**src/rtl/argmax_classifier.sv**
```systemverilog
// Frame-level argmax: accumulates signed per-class scores over a frame, then scans for the winner.
// Optional macro ARGMAX_SATURATE_EN clamps accumulators instead of letting them wrap.
module argmax_classifier #(
   parameter int N         = 8,
   parameter int CLASS_NUM = 10,
   parameter int ACC_W     = 16,
   parameter int IDX_W     = 4
) (
   input  logic                   clk,
   input  logic                   rst_n,
   input  logic                   input_vld,
   input  logic [CLASS_NUM*N-1:0] input_din,
   input  logic                   input_end,
   output logic [IDX_W-1:0]       class_dout,
   output logic [ACC_W-1:0]       score_dout,
   output logic                   class_dout_vld,
   output logic                   busy,
   output logic                   drop
);

   typedef enum logic [1:0] {ACCUM, SCAN, OUT} state_t;

   state_t                  state;
   logic signed [ACC_W-1:0] acc      [CLASS_NUM];
   logic signed [ACC_W-1:0] acc_next [CLASS_NUM];
   logic [IDX_W-1:0]        scan_idx;
   logic [IDX_W-1:0]        best_idx;
   logic signed [ACC_W-1:0] best_score;

   for (genvar c = 0; c < CLASS_NUM; c++) begin : g_acc
      logic signed [N-1:0]     s_n;
      logic signed [ACC_W-1:0] s_x;
      assign s_n = input_din[c*N +: N];
      assign s_x = ACC_W'(s_n);
`ifdef ARGMAX_SATURATE_EN
      // One guard bit exposes overflow; its sign picks the rail to clamp to.
      logic signed [ACC_W:0] sum;
      assign sum = (ACC_W+1)'(acc[c]) + (ACC_W+1)'(s_x);
      assign acc_next[c] = (sum[ACC_W] != sum[ACC_W-1]) ?
                           (sum[ACC_W] ? {1'b1, {(ACC_W-1){1'b0}}} : {1'b0, {(ACC_W-1){1'b1}}}) :
                           sum[ACC_W-1:0];
`else
      assign acc_next[c] = acc[c] + s_x;
`endif
   end

   assign busy = (state != ACCUM);

   always_ff @(posedge clk or negedge rst_n) begin
      if (!rst_n) begin
         state          <= ACCUM;
         for (int unsigned c = 0; c < CLASS_NUM; c++) acc[c] <= '0;
         scan_idx       <= '0;
         best_idx       <= '0;
         best_score     <= '0;
         class_dout     <= '0;
         score_dout     <= '0;
         class_dout_vld <= 1'b0;
         drop           <= 1'b0;
      end else begin
         class_dout_vld <= 1'b0;
         case (state)
            ACCUM: begin
               if (input_vld) begin
                  for (int unsigned c = 0; c < CLASS_NUM; c++) acc[c] <= acc_next[c];
                  if (input_end) begin
                     state    <= SCAN;
                     scan_idx <= '0;
                  end
               end
            end
            SCAN: begin
               if (input_vld) drop <= 1'b1;
               // Index 0 seeds the running best; strict compare keeps the lowest index on ties.
               if (scan_idx == '0) begin
                  best_score <= acc[0];
                  best_idx   <= '0;
               end else if (acc[scan_idx] > best_score) begin
                  best_score <= acc[scan_idx];
                  best_idx   <= scan_idx;
               end
               if (scan_idx == IDX_W'(CLASS_NUM-1)) state <= OUT;
               else scan_idx <= scan_idx + 1'b1;
            end
            OUT: begin
               if (input_vld) drop <= 1'b1;
               class_dout     <= best_idx;
               score_dout     <= best_score;
               class_dout_vld <= 1'b1;
               for (int unsigned c = 0; c < CLASS_NUM; c++) acc[c] <= '0;
               state          <= ACCUM;
            end
            default: state <= ACCUM;
         endcase
      end
   end

endmodule

```
**config.mk**
```make
export PLATFORM = sky130hd
export DESIGN_NAME = argmax_classifier
export DESIGN_NICKNAME = d
export VERILOG_FILES = /design/src/rtl/argmax_classifier.sv
export SDC_FILE = /design/constraint.sdc
export NUM_CORES = 1
export LEC_CHECK = 0
export CAP_MARGIN = 10
export CORE_MARGIN = 2
export CORE_UTILIZATION = 35
export CTS_CLUSTER_DIAMETER = 30
export DETAILED_ROUTE_END_ITERATION = 7
export GPL_TIMING_DRIVEN = 0
export SLEW_MARGIN = 20
export SYNTH_ARGS = -nofsm -noshare
export SYNTH_HDL_FRONTEND = slang
export SYNTH_SLANG_ARGS = --single-unit
```
**constraint.sdc**
```tcl
create_clock -name clk -period 4.8 [get_ports clk]
set_clock_uncertainty 0.2 [all_clocks]
set_input_delay 1.44 -clock clk [delete_from_list [all_inputs] [get_ports clk]]
set_output_delay 1.44 -clock clk [all_outputs]
set_load 0.005 [all_outputs]
```
==> impl_metrics.tcl, run 1 <==
set metrics [dict create \
    power_mw 14.9 \
    synth_area_per_cell_um2 9.46 \
    slew_headroom 0.218 \
    setup_viol 0 \
    hold_violations 0 \
    cts-resized-gates 3 \
    yosysSeqAreaShare 0.325 \
    root_buffer "clkbuf_16" \
    final_common_cell "dfrtp_1" \
    cp_max_fo 10 \
    synth_mux_area_frac 0.0711 \
    internal-power_mw 8.74 \
    core-area_mm2 0.0453 \
    clock_path_buffers 3 \
    fillCellCount 4348 \
    synth_edf_count 0 \
    post-route-util 0.442 \
    placedCellCount 2401 \
    io_buffers 106 \
    swShare 0.413 \
    die-width_um 218 \
    period_minus_slack_ns 4.68 \
    cts.sinks 208 \
    syn2layout_area_growth_pct 25.0 \
    num_antenna_cells 0 \
    crit_path_max_incr_delay_ns 0.64 \
    p_sw_mw 6.14 \
    p_per_area_mw_per_mm2 743 \
    p_leak_nw 9.25 \
    p_seq_frac 0.212 \
    finalHoldWorstSlack_ns 0.263 \
    final_area_mm2 0.0200 \
    drive_gt1_frac 0.120 \
    synth_compound_area_frac 0.254 \
    post-dp-hpwl_um 36800 \
    netlist_instances 1693 \
    synth_top_family_by_area "compound AO/OA/AOI/OAI gates" \
    worstSetupEndpointType "flop" \
    pwr-share-clk 0.282 \
    insertion_delay_ns 0.58 \
    layout_common_cells "dfrtp_1, ha_1, nand2_1" \
    cts_tree "built" \
    synth_fa_ha_area_frac 0.147 \
    synth_area_mm2 0.0160 \
    critPathRequiredTime_ns 5.06 \
    ys_seq_elements 208 \
    antenna_found_initial 0 \
    synth_cell_types 73 \
    crit_type "flop to flop" \
    placed_cell_area_mm2 0.0179 \
    routed_wl_um 48300 \
    gr-usage-all-layers 0.204 \
    stdcell_count 2503 \
    yosysWarnings 0 \
    status "finished, final reports clean" \
    period_share 0.974 \
    grt_max_degree 82 \
    p_comb_frac 0.505 \
    dieArea_mm2 0.0475 \
    io_pins 107 \
    drc 0 \
    grt_overflow_total 0 \
    critPathBufInv 2 \
    dr.pass1.iters 5 \
    place_congestion 0.934 \
    cts_setup_buffers 0 \
    die_h_um 218 \
    min_path_type "flop to flop" \
    synth-async-reset-ratio 1.00 \
    routed_via_density 5.53 \
    ir_drop_uv 302 \
    drv_slew 0 \
    drt_iter0_markers 820 \
    start_kind "flop" \
    ant_nets 0 \
    rsz0062_at_grt "false" \
    numCtsBuffers 57 \
    final_nets 2125 \
    synth-xor-area-share 0.0662 \
    maxCapViolCount 0 \
    cpMostUsedCell "mux2_2" \
    clk_pin_slew_worst_paths_ns 0.05 \
    worstMarginPinSlew_ns 1.17 \
    htreeDepth 2 \
    syn_nets 1959 \
    rows 78 \
    grt_pass1_vias 13700 \
    num_vias 13900 \
    postCtsHoldBufs 0 \
    synth-simple-area-share 0.101 \
    wl_per_cell_um 19.3 \
    fmax_mhz 214 \
    worstPathCellList "buf_1, mux2_2, a21oi_1, o22a_1, inv_1, ha_1, and3_1, nand3_1, or4_1, o21bai_4, a21o_1, a31oi_4, mux2_2" \
    initial_core_util 0.354 \
    grt_pass1_wl_um 75600 \
    crit_path_top_delay_cell "buf_1" \
    synth_flop_cell "dfrtp_1" \
    cp_data_arrival_time_ns 4.94 \
    cpLargestDelayFamily "compound AO/OA/AOI/OAI gates" \
]
worst paths after layout:
path                              from  depth (start not counted)           to  slack (ns)
min in group asynchronous        rst_n                          1      acc[36]        0.56
max in group asynchronous        rst_n                          2     acc[115]        3.03
hold / removal                    drop                          1         drop        0.26
hold reg to reg                   drop                          1         drop        0.26
setup reg to reg           scan_idx[1]                         13  best_idx[2]        0.12
setup / recovery           scan_idx[1]                         13  best_idx[2]        0.12
Yosys cell counts (all sizes together), types with 4 or more instances:
library cell	count	area (um2)
a32o	10	100
nor2b	9	56.3
inv	80	300
nand2b	15	93.8
nand4	6	52.6
xnor2	49	429
a2111oi	7	86.3
o31a	5	43.8
or2	6	37.5
o22a	15	131
and2	4	25.0
o31ai	7	52.6
o211ai	7	52.6
a21oi	119	596
or4	4	30.0
a31oi	15	109
o21bai	23	184
or3	15	95.1
nor2	67	251
a211oi	13	97.6
mux2i	17	170
xor2	72	631
buf	18	98.8
ha	172	2150
o21ai	175	917
fa	10	200
a41oi	5	43.8
and3	17	106
mux2	50	563
dfrtp	208	5200
nand2	162	608
clkbuf	47	180
nand3	23	115
a22oi	31	283
o21a	21	158
mux4	18	405
a22o	39	342
a21o	64	480
a221oi	7	67.6
o22ai	4	25.0
a31o	4	35.0
nor3	21	105
power by group through the flow:
stage / logic, mW / clock network, mW / registers, mW
2_1_floorplan: 5.46 / 0 / 2.86
3_3_place_gp: 7.29 / 0 / 3.14
3_5_place_dp: 7.42 / 0 / 3.16
4_1_cts: 7.48 / 4.25 / 3.14
5_1_grt: 8.31 / 4.34 / 3.24
6_report: 7.52 / 4.20 / 3.16
area by class of cell:
class	instances	area [um2]	area share
buffer	64	284	0.0142
clock buffer	70	1580	0.0787
clock inverter	33	549	0.0274
inverter	80	300	0.0150
multi-input combinational	1340	10200	0.511
sequential	208	5200	0.260
tap	600	751	0.0375
timing repair buffer	108	1120	0.0560
worst reg2reg max path, stage by stage, from the launching register on:
cell and delay [ns]:
dfrtp_1 0.52, buf_1 0.64, mux2_2 0.41, a21oi_1 0.36, o22a_1 0.23, inv_1 0.05
ha_1 0.28, and3_1 0.14, nand3_1 0.10, or4_1 0.58, o21bai_4 0.21, a21o_1 0.24
a31oi_4 0.24, mux2_2 0.35
per-layer routing:
layer	GRT usage	up-vias	part of all wire
met4	0.0893	0	0.039
met2	0.310	424	0.43
met1	0.279	6692	0.46
met3	0.0417	100	0.066
met5	0	-	0
li1	-	6638	-
kinds of logic (layout without fill, tap and decap cells):
| logic type | after synthesis | after routing |
|---|---|---|
| AO/OA/AOI/OAI | 597 | 597 |
| AND/OR/NAND/NOR | 355 | 355 |
| flip-flops | 208 | 208 |
| adder cells (fa/ha/maj) | 182 | 182 |
| buffers and inverters | 145 | 355 |
| XOR/XNOR | 121 | 121 |
| multiplexers | 85 | 85 |
flip-flops by register name, summed over array words and instances (netlist names):
register / cells
score_dout: 16
class_dout: 4
class_dout_vld: 1
scan_idx: 4
acc: 160
drop: 1
best_idx: 4
state: 2
best_score: 16
through the flow:
step / TNS, ns / setup WS (ns)
global placement: -1490.51 / -7.18
detailed placement: -2.39 / -0.179
global route: 0 / 0.00644
finish: 0 / 0.124
CTS: 0 / 0.105
floorplan: 0 / 0.781
(Power assumes the default switching activity.)
==> inputs of run 2 (changes only) <==
Settings changed: CELL_PAD_IN_SITES_DETAIL_PLACEMENT from default to 1, CELL_PAD_IN_SITES_GLOBAL_PLACEMENT from default to 2, CORE_MARGIN 2 to 5, PLACE_DENSITY from default to 0.87.
==> impl_metrics.tcl, run 2 (synthesis results as in run 1) <==
set metrics [dict create \
    die_h_um 224 \
    grt_max_degree 91 \
    regMostFlops "acc" \
    rows 78 \
    cp_max_fo 10 \
    final_common_cell "dfrtp_1" \
    layout_common_cells "dfrtp_1, ha_1, nand2_1" \
    num_antenna_cells 0 \
    placed_cell_area_mm2 0.0179 \
    routed_via_density 5.67 \
    dr.pass1.iters 5 \
    setup_viol 0 \
    root_buffer "clkbuf_16" \
    period_share 0.963 \
    worstSetupEndpointType "flop" \
    ir_drop_uv 313 \
    p_per_area_mw_per_mm2 751 \
    placedCellCount 2401 \
    place_congestion 0.923 \
    gr-usage-all-layers 0.215 \
    worstPathCellList "buf_4, clkbuf_4, clkbuf_2, nor2_1, a21oi_1, o22a_1, inv_1, ha_1, and3_1, nand3_1, or4_1, o21bai_4, a21o_1, a31oi_4, mux2_2" \
    clk_pin_slew_worst_paths_ns 0.04 \
    dieArea_mm2 0.0502 \
    drt_iter0_markers 741 \
    crit_path_max_incr_delay_ns 0.58 \
    hold_violations 0 \
    ant_nets 0 \
    crit_path_top_delay_cell "or4_1" \
    status "finished, final reports clean" \
    numCtsBuffers 59 \
    drv_slew 0 \
    drc 0 \
    io_pins 107 \
    p_leak_nw 9.22 \
    slew_headroom 0.286 \
    period_minus_slack_ns 4.62 \
    largest_reg_flops 160 \
    rsz0062_at_grt "false" \
    fmax_mhz 216 \
    antenna_found_initial 2 \
    start_kind "flop" \
    final_area_mm2 0.0200 \
    routed_wl_um 55000 \
    die-width_um 224 \
    fillCellCount 5161 \
    grt_overflow_total 0 \
    drive_gt1_frac 0.122 \
    crit_type "flop to flop" \
    largestRegisters "acc: 160 flops, best_score: 16 flops, score_dout: 16 flops" \
    setup_tns_ns 0 \
    wl_per_cell_um 21.9 \
    critPathRequiredTime_ns 5.07 \
    maxCapViolCount 0 \
    cts_setup_buffers 0 \
    initial_core_util 0.354 \
    post-dp-hpwl_um 41100 \
    cts_tree "built" \
    min_path_type "flop to flop" \
    grt_pass1_wl_um 86700 \
    stdcell_count 2511 \
    cp_data_arrival_time_ns 4.89 \
    grt_pass1_vias 15200 \
    io_buffers 106 \
    core-area_mm2 0.0453 \
    worstMarginPinSlew_ns 1.07 \
    num_vias 14200 \
    insertion_delay_ns 0.59 \
    cts.sinks 208 \
    htreeDepth 2 \
    syn2layout_area_growth_pct 24.6 \
    clock_path_buffers 3 \
    final_nets 2128 \
]
==> run 2: worst paths after layout <==
kind	cells past startpoint	from	endpoint	slack (ns)
worst min-delay path	1	drop	drop	0.26
worst min register to register	1	drop	drop	0.26
max in group asynchronous	2	rst_n	acc[85]	2.92
min in group asynchronous	1	rst_n	acc[140]	0.60
worst max-delay path	15	scan_idx[0]	best_idx[2]	0.18
worst max register to register	15	scan_idx[0]	best_idx[2]	0.18
==> run 2: metal layers <==
| layer | track usage | wire [um] | up-vias |
|---|---|---|---|
| met5 | 0 | 13 | - |
| met2 | 0.350 | 25500 | 310 |
| met3 | 0.0296 | 2270 | 98 |
| li1 | - | - | 6655 |
| met4 | 0.0717 | 1730 | 2 |
| met1 | 0.297 | 25500 | 7182 |
==> run 2: critical path, delay by kind of cell, from the launching register on <==
family                   cells  cell delay [ns]
AO/OA/AOI/OAI                5             1.26
buffers and inverters        4             0.95
AND/OR/NAND/NOR              4             0.95
flip-flops                   1             0.51
multiplexers                 1             0.35
adder cells (fa/ha/maj)      1             0.29
==> run 2: where the power goes <==
group	switching [mW]	leakage, nW	total (mW)	internal (mW)
logic	4.53	5.52	7.80	3.27
clock network	1.21	0.991	4.00	2.78
registers	0.744	2.71	3.20	2.45
==> run 2: layout make-up <==
cell class                 instances  area [um2]  area share
multi-input combinational       1340       10200       0.513
timing repair buffer             108        1120      0.0562
clock inverter                    31         390      0.0196
sequential                       208        5210       0.261
buffer                            65         297      0.0149
clock buffer                      79        1660      0.0833
inverter                          80         300      0.0150
tap                              600         751      0.0376
==> run 2: repair_timing <==
action	4_1_cts	5_1_grt
hold buffers	0	0
gates resized for setup	5	9
hold endpoints to repair	0	0
setup endpoints to repair	20	20
==> run 2: metrics by stage <==
step	utilization	total power [mW]	hold slack [ns]	setup WS (ns)
2_1_floorplan	-	8.32	0.244	0.781
4_1_cts	0.441	15.0	0.269	0.0137
5_1_grt	0.441	16.0	0.278	0.0465
3_5_place_dp	0.395	10.8	0.260	-0.355
6_report	0.441	15.0	0.261	0.179
3_3_place_gp	0.394	10.5	0.245	-7.45
